### config.mk
export PLATFORM = sky130hd
export DESIGN_NAME = rf_write_arbiter_flat
export DESIGN_NICKNAME = d
export VERILOG_FILES = /design/src/rtl/rf_write_arbiter_pkg.sv /design/src/rtl/rf_write_arbiter_if.sv /design/src/rtl/rf_write_arbiter_rr_arb2.sv /design/src/rtl/rf_write_arbiter.sv /design/src/flat_wrapper.sv
export SDC_FILE = /design/constraint.sdc
export NUM_CORES = 1
export LEC_CHECK = 0
export BUFFER_PORTS_ARGS = -buffer_cell sky130_fd_sc_hd__buf_2
export CAP_MARGIN = 20
export CORE_ASPECT_RATIO = 0.6
export CORE_MARGIN = 5
export CORE_UTILIZATION = 39
export DETAILED_ROUTE_END_ITERATION = 16
export HOLD_SLACK_MARGIN = 0.05
export PLACE_DENSITY = 0.78
export SLEW_MARGIN = 20
export SYNTH_ARGS = -nofsm -noshare
export SYNTH_HDL_FRONTEND = slang
export SYNTH_SLANG_ARGS = --single-unit
### constraint.sdc
create_clock -name clk -period 2.3 [get_ports clk]
set_input_delay 0.575 -clock clk [delete_from_list [all_inputs] [get_ports clk]]
set_output_delay 0.575 -clock clk [all_outputs]
set_load 0.05 [all_outputs]
### src/rtl/rf_write_arbiter_pkg.sv
// Shared types for the register-file write arbiter: word/index types, the
// write-register/requester bundle and the bypass/stall index compare.
package rf_write_arbiter_pkg;
  typedef logic [31:0] word_t;
  typedef logic [4:0]  regBits;

  typedef struct packed {
    logic   en;
    regBits idx;
    word_t  data;
  } rf_wr_t;

  // x0 is hard-wired, so it never matches for forwarding or hazard purposes
  function automatic logic idx_hit(input logic en, input regBits a, input regBits b);
    return en && (a == b) && (a != '0);
  endfunction
endpackage

### src/rtl/rf_write_arbiter_if.sv
// Writeback requesters, decode read indices and register-file write port.
interface rf_write_arbiter_if #(parameter int DATA_W = 32, parameter int IDX_W = 5);
  logic              a_valid, a_ready, b_valid, b_ready;
  logic [IDX_W-1:0]  a_index, b_index;
  logic [DATA_W-1:0] a_data, b_data;
  logic [IDX_W-1:0]  read_index1, read_index2;
  logic              bypass_valid1, bypass_valid2, stall1, stall2;
  logic [DATA_W-1:0] bypass_data1, bypass_data2;
  logic              reg_write;
  logic [IDX_W-1:0]  write_index;
  logic [DATA_W-1:0] write_data;

  modport master (
    output a_valid, a_index, a_data, b_valid, b_index, b_data, read_index1, read_index2,
    input  a_ready, b_ready, bypass_valid1, bypass_valid2, bypass_data1, bypass_data2,
           stall1, stall2, reg_write, write_index, write_data
  );
  modport slave (
    input  a_valid, a_index, a_data, b_valid, b_index, b_data, read_index1, read_index2,
    output a_ready, b_ready, bypass_valid1, bypass_valid2, bypass_data1, bypass_data2,
           stall1, stall2, reg_write, write_index, write_data
  );
  modport rf (input reg_write, write_index, write_data);
endinterface

### src/rtl/rf_write_arbiter_rr_arb2.sv
// Two-way round-robin grant; reusable for any shared single-port resource.
module rf_write_arbiter_rr_arb2 (
  input  logic       clk,
  input  logic       nRst,
  input  logic [1:0] req,
  output logic [1:0] gnt
);
  logic last;  // 0: port 0 won last, 1: port 1 won last

  always_comb begin
    gnt = '0;
    if (nRst) begin
      gnt[0] = req[0] & (~req[1] | last);
      gnt[1] = req[1] & (~req[0] | ~last);
    end
  end

  always_ff @(posedge clk or negedge nRst) begin
    if (!nRst)       last <= 1'b1;
    else if (gnt[0]) last <= 1'b0;
    else if (gnt[1]) last <= 1'b1;
  end
endmodule

### src/rtl/rf_write_arbiter.sv
// Round-robin share of the register-file write port between ALU (A) and load
// (B) writeback, with a one-stage write register plus decode bypass/stall.
module rf_write_arbiter
  import rf_write_arbiter_pkg::*;
#(
  parameter int DATA_W = $bits(word_t),
  parameter int IDX_W  = $bits(regBits)
) (
  input logic clk,
  input logic nRst,
  rf_write_arbiter_if.slave bus
);
  localparam int NUM_RD = 2;

  logic [1:0] gnt;
  rf_wr_t     a_req, b_req, win, los, wr_q;
  logic       win_vld, los_vld;

  logic [NUM_RD-1:0][IDX_W-1:0]  rd_idx;
  logic [NUM_RD-1:0]             byp_vld, stall;
  logic [NUM_RD-1:0][DATA_W-1:0] byp_data;

  assign a_req = '{en: bus.a_valid, idx: bus.a_index, data: bus.a_data};
  assign b_req = '{en: bus.b_valid, idx: bus.b_index, data: bus.b_data};

  rf_write_arbiter_rr_arb2 u_arb (
    .clk  (clk),
    .nRst (nRst),
    .req  ({bus.b_valid, bus.a_valid}),
    .gnt  (gnt)
  );

  // A loser only exists when someone actually won this cycle
  assign win     = gnt[1] ? b_req : a_req;
  assign los     = gnt[1] ? a_req : b_req;
  assign win_vld = |gnt;
  assign los_vld = los.en && win_vld;

  always_ff @(posedge clk or negedge nRst) begin
    if (!nRst) begin
      wr_q <= '0;
    end else begin
      wr_q.en <= win_vld && (win.idx != '0);
      if (win_vld) begin
        wr_q.idx  <= win.idx;
        wr_q.data <= win.data;
      end
    end
  end

  assign rd_idx = {bus.read_index2, bus.read_index1};

  for (genvar k = 0; k < NUM_RD; k++) begin : g_rd
    assign byp_vld[k]  = idx_hit(wr_q.en, wr_q.idx, rd_idx[k]);
    assign byp_data[k] = byp_vld[k] ? wr_q.data : '0;
    // winner's data only reaches the write register next cycle, so it stalls too
    assign stall[k]    = idx_hit(los_vld, los.idx, rd_idx[k]) |
                         idx_hit(win_vld, win.idx, rd_idx[k]);
  end

  assign bus.a_ready       = gnt[0];
  assign bus.b_ready       = gnt[1];
  assign bus.reg_write     = wr_q.en;
  assign bus.write_index   = wr_q.idx;
  assign bus.write_data    = wr_q.data;
  assign bus.bypass_valid1 = byp_vld[0];
  assign bus.bypass_valid2 = byp_vld[1];
  assign bus.bypass_data1  = byp_data[0];
  assign bus.bypass_data2  = byp_data[1];
  assign bus.stall1        = stall[0];
  assign bus.stall2        = stall[1];
endmodule

### src/flat_wrapper.sv
// flat-port wrapper written by rule: the top's interface ports become plain ports
module rf_write_arbiter_flat import rf_write_arbiter_pkg::*;
#(
  parameter int DATA_W = $bits(word_t),
  parameter int IDX_W  = $bits(regBits)
)
  (clk, nRst, bus_a_valid, bus_a_index, bus_a_data, bus_b_valid, bus_b_index, bus_b_data, bus_read_index1, bus_read_index2, bus_a_ready, bus_b_ready, bus_bypass_valid1, bus_bypass_valid2, bus_bypass_data1, bus_bypass_data2, bus_stall1, bus_stall2, bus_reg_write, bus_write_index, bus_write_data);
  rf_write_arbiter_if #(.DATA_W(DATA_W), .IDX_W(IDX_W)) bus_i ();
  input logic clk;
  input logic nRst;
  input wire logic [$bits(bus_i.a_valid)-1:0] bus_a_valid;
  input wire logic [$bits(bus_i.a_index)-1:0] bus_a_index;
  input wire logic [$bits(bus_i.a_data)-1:0] bus_a_data;
  input wire logic [$bits(bus_i.b_valid)-1:0] bus_b_valid;
  input wire logic [$bits(bus_i.b_index)-1:0] bus_b_index;
  input wire logic [$bits(bus_i.b_data)-1:0] bus_b_data;
  input wire logic [$bits(bus_i.read_index1)-1:0] bus_read_index1;
  input wire logic [$bits(bus_i.read_index2)-1:0] bus_read_index2;
  output wire logic [$bits(bus_i.a_ready)-1:0] bus_a_ready;
  output wire logic [$bits(bus_i.b_ready)-1:0] bus_b_ready;
  output wire logic [$bits(bus_i.bypass_valid1)-1:0] bus_bypass_valid1;
  output wire logic [$bits(bus_i.bypass_valid2)-1:0] bus_bypass_valid2;
  output wire logic [$bits(bus_i.bypass_data1)-1:0] bus_bypass_data1;
  output wire logic [$bits(bus_i.bypass_data2)-1:0] bus_bypass_data2;
  output wire logic [$bits(bus_i.stall1)-1:0] bus_stall1;
  output wire logic [$bits(bus_i.stall2)-1:0] bus_stall2;
  output wire logic [$bits(bus_i.reg_write)-1:0] bus_reg_write;
  output wire logic [$bits(bus_i.write_index)-1:0] bus_write_index;
  output wire logic [$bits(bus_i.write_data)-1:0] bus_write_data;
  assign bus_i.a_valid = bus_a_valid;
  assign bus_i.a_index = bus_a_index;
  assign bus_i.a_data = bus_a_data;
  assign bus_i.b_valid = bus_b_valid;
  assign bus_i.b_index = bus_b_index;
  assign bus_i.b_data = bus_b_data;
  assign bus_i.read_index1 = bus_read_index1;
  assign bus_i.read_index2 = bus_read_index2;
  assign bus_a_ready = bus_i.a_ready;
  assign bus_b_ready = bus_i.b_ready;
  assign bus_bypass_valid1 = bus_i.bypass_valid1;
  assign bus_bypass_valid2 = bus_i.bypass_valid2;
  assign bus_bypass_data1 = bus_i.bypass_data1;
  assign bus_bypass_data2 = bus_i.bypass_data2;
  assign bus_stall1 = bus_i.stall1;
  assign bus_stall2 = bus_i.stall2;
  assign bus_reg_write = bus_i.reg_write;
  assign bus_write_index = bus_i.write_index;
  assign bus_write_data = bus_i.write_data;
  rf_write_arbiter #(.DATA_W(DATA_W), .IDX_W(IDX_W)) u_core (.clk(clk), .nRst(nRst), .bus(bus_i));
endmodule
# Word-level counts from Yosys, hierarchy flattened
# Cells that the tools add are included.
# classes
n_eq_ne,6
muxes,7
bitwise,9
reduce_logical,19
# op_table
cell,n
two-way mux 32 bit,2
two-way mux 38 bit,1
two-way mux 37 bit,1
== test 5 bit,6
nonzero test 5 bit,3
logical AND 1 bit,14
bitwise OR 1 bit,4
NOT 1 bit,3
bitwise AND 1 bit,2
two-way mux 1 bit,2
two-way mux 2 bit,1
nonzero test 2 bit,1
OR reduction 2 bit,1
# totals
ff_bits,39
output_inout_bits,108

# Logic depth before layout (Yosys ltp)
# logic_depth
ltp_word,9
ltp_mapped,7

# Hierarchy
# A second synthesis with hierarchy kept.
# hier_totals
hier_cells,312
area_unflattened_um2,2817.7
# by_module_without_submodules
mod,n_inst,cells_per_inst,area_per_inst_um2,seq_area_each_um2
rf_write_arbiter,1,304,2755.1,950.9
rf_write_arbiter_rr_arb2,1,8,62.6,26.3

# Worst setup path after synthesis
# No wires, ideal clock.
# synth_timing
kind,input to output
from,in bus_read_index2[1]
to,out bus_stall2
arrival_ns,2.615
t_required_ns,1.725
setup_slack_ns,-0.890
cell_stages,5
n_path_buf,1
cell_sequence,clkbuf_1 -> xor2_1 -> a2111oi_0 -> a21oi_1 -> o32ai_1
# synth_between
elab_chain_len,4
elab_cells_between_ends,7
# synth_lines
item,line_no,source
"start, declared",flat_wrapper.sv:18,input wire logic [$bits(bus_i.read_index2)-1:0] bus_read_index2;
== test 5 bit,rf_write_arbiter_pkg.sv:15,return en && (a == b) && (a != '0);
logical AND 1 bit (2 in series),rf_write_arbiter_pkg.sv:15,
bitwise OR 1 bit (*),rf_write_arbiter.sv:57,"assign stall[k] = idx_hit(los_vld, los.idx, rd_idx[k]) |"
"end, declared",flat_wrapper.sv:26,output wire logic [$bits(bus_i.stall2)-1:0] bus_stall2;
# Every way passes the cells marked *; elsewhere a longest branch is shown, timed or not.

# Final worst setup path
# layout_timing
from,in nRst
to,out bus_stall2
# layout_between
elab_chain_len,6
elab_cells_between_ends,14
# layout_lines
item,line_no,source
"start, declared",flat_wrapper.sv:10,input logic nRst;
two-way mux 2 bit (*),rf_write_arbiter_rr_arb2.sv:12,if (nRst) begin
two-way mux 38 bit (tied with other cells),rf_write_arbiter.sv:35,assign los = gnt[1] ? a_req : b_req;
== test 5 bit or logical AND 1 bit (tied branches),"rf_write_arbiter_pkg.sv:15, rf_write_arbiter.sv:37",
logical AND 1 bit (2 in series),rf_write_arbiter_pkg.sv:15,
bitwise OR 1 bit (*),rf_write_arbiter.sv:57,
# Marks and branches as above.

==> key figures <==
Status
  – Status: finished with violations
  – Failing checks: setup timing

Synthesis
  – Post-synth top area share: 31.55%
  – Post-synth EDFFs: 0
  – Commonest cells in the netlist: 66 x and2_1, 47 x nand2_1, 42 x o21ai_0
  – Top_reg_cell synth: dfrtp_1
  – Mapped Area: 3014 um2
  – Synth Warn #: 0
  – Area leader, netlist: dfrtp_1
  – Ranking of synthesized cells by area: dfrtp_1 32%, and2_1 14%, mux2i_1 11%, o21ai_0 7.0%, nand2_1 5.9%
  – Cell with the most instances after synthesis: and2_1
  – Post-synthesis sequential area ratio: 32.42%
  – Asr flop ratio synth: 100.0%
  – Cell variety after synth: 45
  – Syn Area/Cell: 8.258 um2
  – Synth Register Bits: 39
  – Post-synthesis cell count: 365
  – Post-Syn Nets: 453

Power
  – Pwr/cell area: 516.8 nW/um2
  – Max IR drop VDD: slightly above 400 uV
  – Leak: 2.885 nW
  – Total power: 0.002861 W

Floorplanning
  – CORE AREA: ~7400 um2
  – Starting Density: 40.80%
  – I/O pin cnt: 196
  – Die area: 9644 um2
  – Row cnt: 24
  – Die width: 123.5 um
  – Die span in y: 78.10 um

Drt
  – Final ANT Viol Nets: 0
  – Iter 0 DRT Violations: 286
  – DR vias/cell: 5.248
  – Routed via count: between 3,000 and 4,000
  – Final wirelength: ~14 mm
  – DRC: 0
  – TritonRoute pass-1 iters: 5
  – Routed len/inst: 19.57 um

Critical path
  – Startpoint types: primary input
  – Critical Path RT: 1.73 ns
  – Reg2reg end: u_core.bus.write_data[26]
  – Buf+Inv Stages, Crit Path: 3
  – Critical path's slowest cell: a211oi_1
  – Critical setup path kind: in -> out
  – Max FO, Critical Path: 11
  – R2R setup slack: 0.62 ns
  – Worst reg2reg path depth: 5
  – Arrival @ worst endpoint: 2.15 ns
  – Crit. End Element: output pin
  – Critical path, cell by cell: buf_2 -> and2_4 -> buf_12 -> nand4_1 -> a211oi_1 -> a21oi_1 -> o32ai_4 -> buf_6
  – Worst path max stage delay: 0.38 ns
  – CP top delay family: compound AO/OA/AOI/OAI gates
  – Reg-to-reg critical path startpoint: u_core.u_arb.last

STA
  – Minimum clock period: about 2.7 ns
  – Final Hold Viols: 0
  – Clk_skew: between 0.004 and 0.005 ns
  – Fin crit share: 118.4%
  – Fin worst setup slack: -0.4235 ns
  – Slew Limit Headroom: 57.04%
  – FMAX: 367.2 MHz
  – Worst Max-Slew Pin Slew: 0.6444 ns
  – Setup violations, final: 68
  – Unrepaired setup endpoints after global routing: yes
  – Max Slew Vio Count: 0

Clock network
  – Clk_lat worst skew: 0.28 ns
  – CTS Buf Count: 5
  – Clock buffer depth: 2
  – CTS Root Cell: clkbuf_16
  – Sink Count: 39
  – TritonCTS clock tree: yes
  – H-tree levels: 2
  – Clock transition at path regs: 0.06 ns

GRT
  – Vias in the first global route: 3,784
  – Initial antenna violation count: 0
  – GRT Util Overall: 27.55%
  – First-pass GRT wire length: 20.82 mm
  – Grt ovf: 0
  – Largest net degree at the start of global routing: 76

Finish
  – Final #Nets: 698
  – Area grow syn2layout: 83.64%
  – Fill cells: 529
  – Diode count: 0
  – Final Cell Area: 5535 um2
  – Layout cell share with drive strength beyond 1: 60.56%

Min path
  – Worst min path class: in -> async

Placement
  – DP Area: 4658 um2
  – Final GP Congestion: 0.9833
  – Dpl hpwl: between 9 and 10 mm
  – Number of buffers added on ports: a little under 200

Run
  – Max_cap viols: 0
cells by family (layout without fill, tap and decap cells):
kind of cell              after synthesis  in the layout  share of synthesized area (%)
and+or+nand+nor                       152            152                          27.85
AOI/OAI and AO/OA                      84             84                          17.39
xor gates and xnor gates               19             19                          5.521
DFF                                    39             39                          32.42
muxes                                  32             32                          10.63
buffers and inverters                  39            285                          6.185
layout by cell type (no fill, tap or decap), types with 4 or more instances in the layout:
cell type	Yosys	final
buf_4	3	54
buf_6	2	69
dfrtp_1	38	33
clkbuf_16	0	7
o21ai_0	42	41
nand3_1	6	5
dfrtp_2	0	5
a21oi_1	12	9
nor2b_1	5	5
nand2_1	47	46
o221ai_1	5	5
nand2b_1	4	4
mux2i_1	32	32
nor2_1	6	5
or2_2	4	4
xor2_1	10	10
buf_8	0	11
xnor2_1	9	7
and2_4	1	64
buf_2	11	127
inv_1	12	12
worst max-delay path by stage:
stage	startpoint	to	slack, ns	cells past startpoint
finish	nRst	bus_stall2	-0.42	8
detailed placement	nRst	bus_stall2	-0.46	7
global placement	bus_a_valid	bus_stall1	-0.46	8
CTS	u_core.u_arb.last	bus_stall2	-0.39	7
global route	u_core.u_arb.last	bus_stall2	-0.48	7
floorplan	bus_a_valid	bus_stall2	-0.14	6
routing by layer:
| layer | GRT usage [%] | part of all wire (%) | vias up |
|---|---|---|---|
| met5 | 0 | 0 | - |
| met4 | 3.978 | 0.81 | 0 |
| met3 | 7.759 | 10 | 13 |
| met2 | 44.99 | 46 | 203 |
| met1 | 37.42 | 43 | 1791 |
| li1 | - | - | 1745 |
repair_timing:
item,CTS,global route
buffers inserted,1,7
pin swaps,4,3
cloned,2,3
hold buffers,0,0
setup endpoints to repair,68,68
resized for setup,157,22
cell type report:
type	count	area, um2	share of cell area [%]
repair buffers	264	2053	37.09
clock buffers	6	138.9	2.509
well taps	104	130.1	2.351
multi-input cells	287	2143	38.72
inverters	13	51.30	0.9268
clock inverters	2	35.03	0.6329
flip-flops and latches	39	983.4	17.77
per-stage QoR:
| step | setup TNS (ns) | hold WS, ns | worst slack, ns | std cells | util, % |
|---|---|---|---|---|---|
| floorplan | -2.139 | 0.2794 | -0.1357 | 365 | - |
| global placement | -16.93 | 0.4675 | -0.4627 | 694 | 63.06 |
| detailed placement | -18.89 | 0.4745 | -0.4580 | 694 | 63.06 |
| CTS | -21.13 | 0.2533 | -0.3923 | 705 | 72.48 |
| global route | -28.57 | 0.2611 | -0.4762 | 715 | 74.93 |
| finish | -24.28 | 0.2714 | -0.4235 | 715 | 74.93 |
where the power goes:
part | leakage [nW] | internal (W) | switching (W)
combinational | 2.33 | 0.000396 | 0.000765
sequential | 0.472 | 0.000782 | 0.000107
clock | 0.0868 | 0.000539 | 0.000271
state kept, by name, summed over array words and instances (netlist names):
name / cells
u_core.bus.write_data: 32
u_core.bus.reg_write: 1
u_core.u_arb.last: 1
u_core.bus.write_index: 5
worst reg2reg max path: cells and delay by family (launching register included):
kind | cells | cell delay [ns]
compound gates | 1 | 0.12
buf+inv | 1 | 0.34
mux | 1 | 0.26
flops | 1 | 0.57
simple gates | 2 | 0.23
Power figures use the tool's default switching activity.
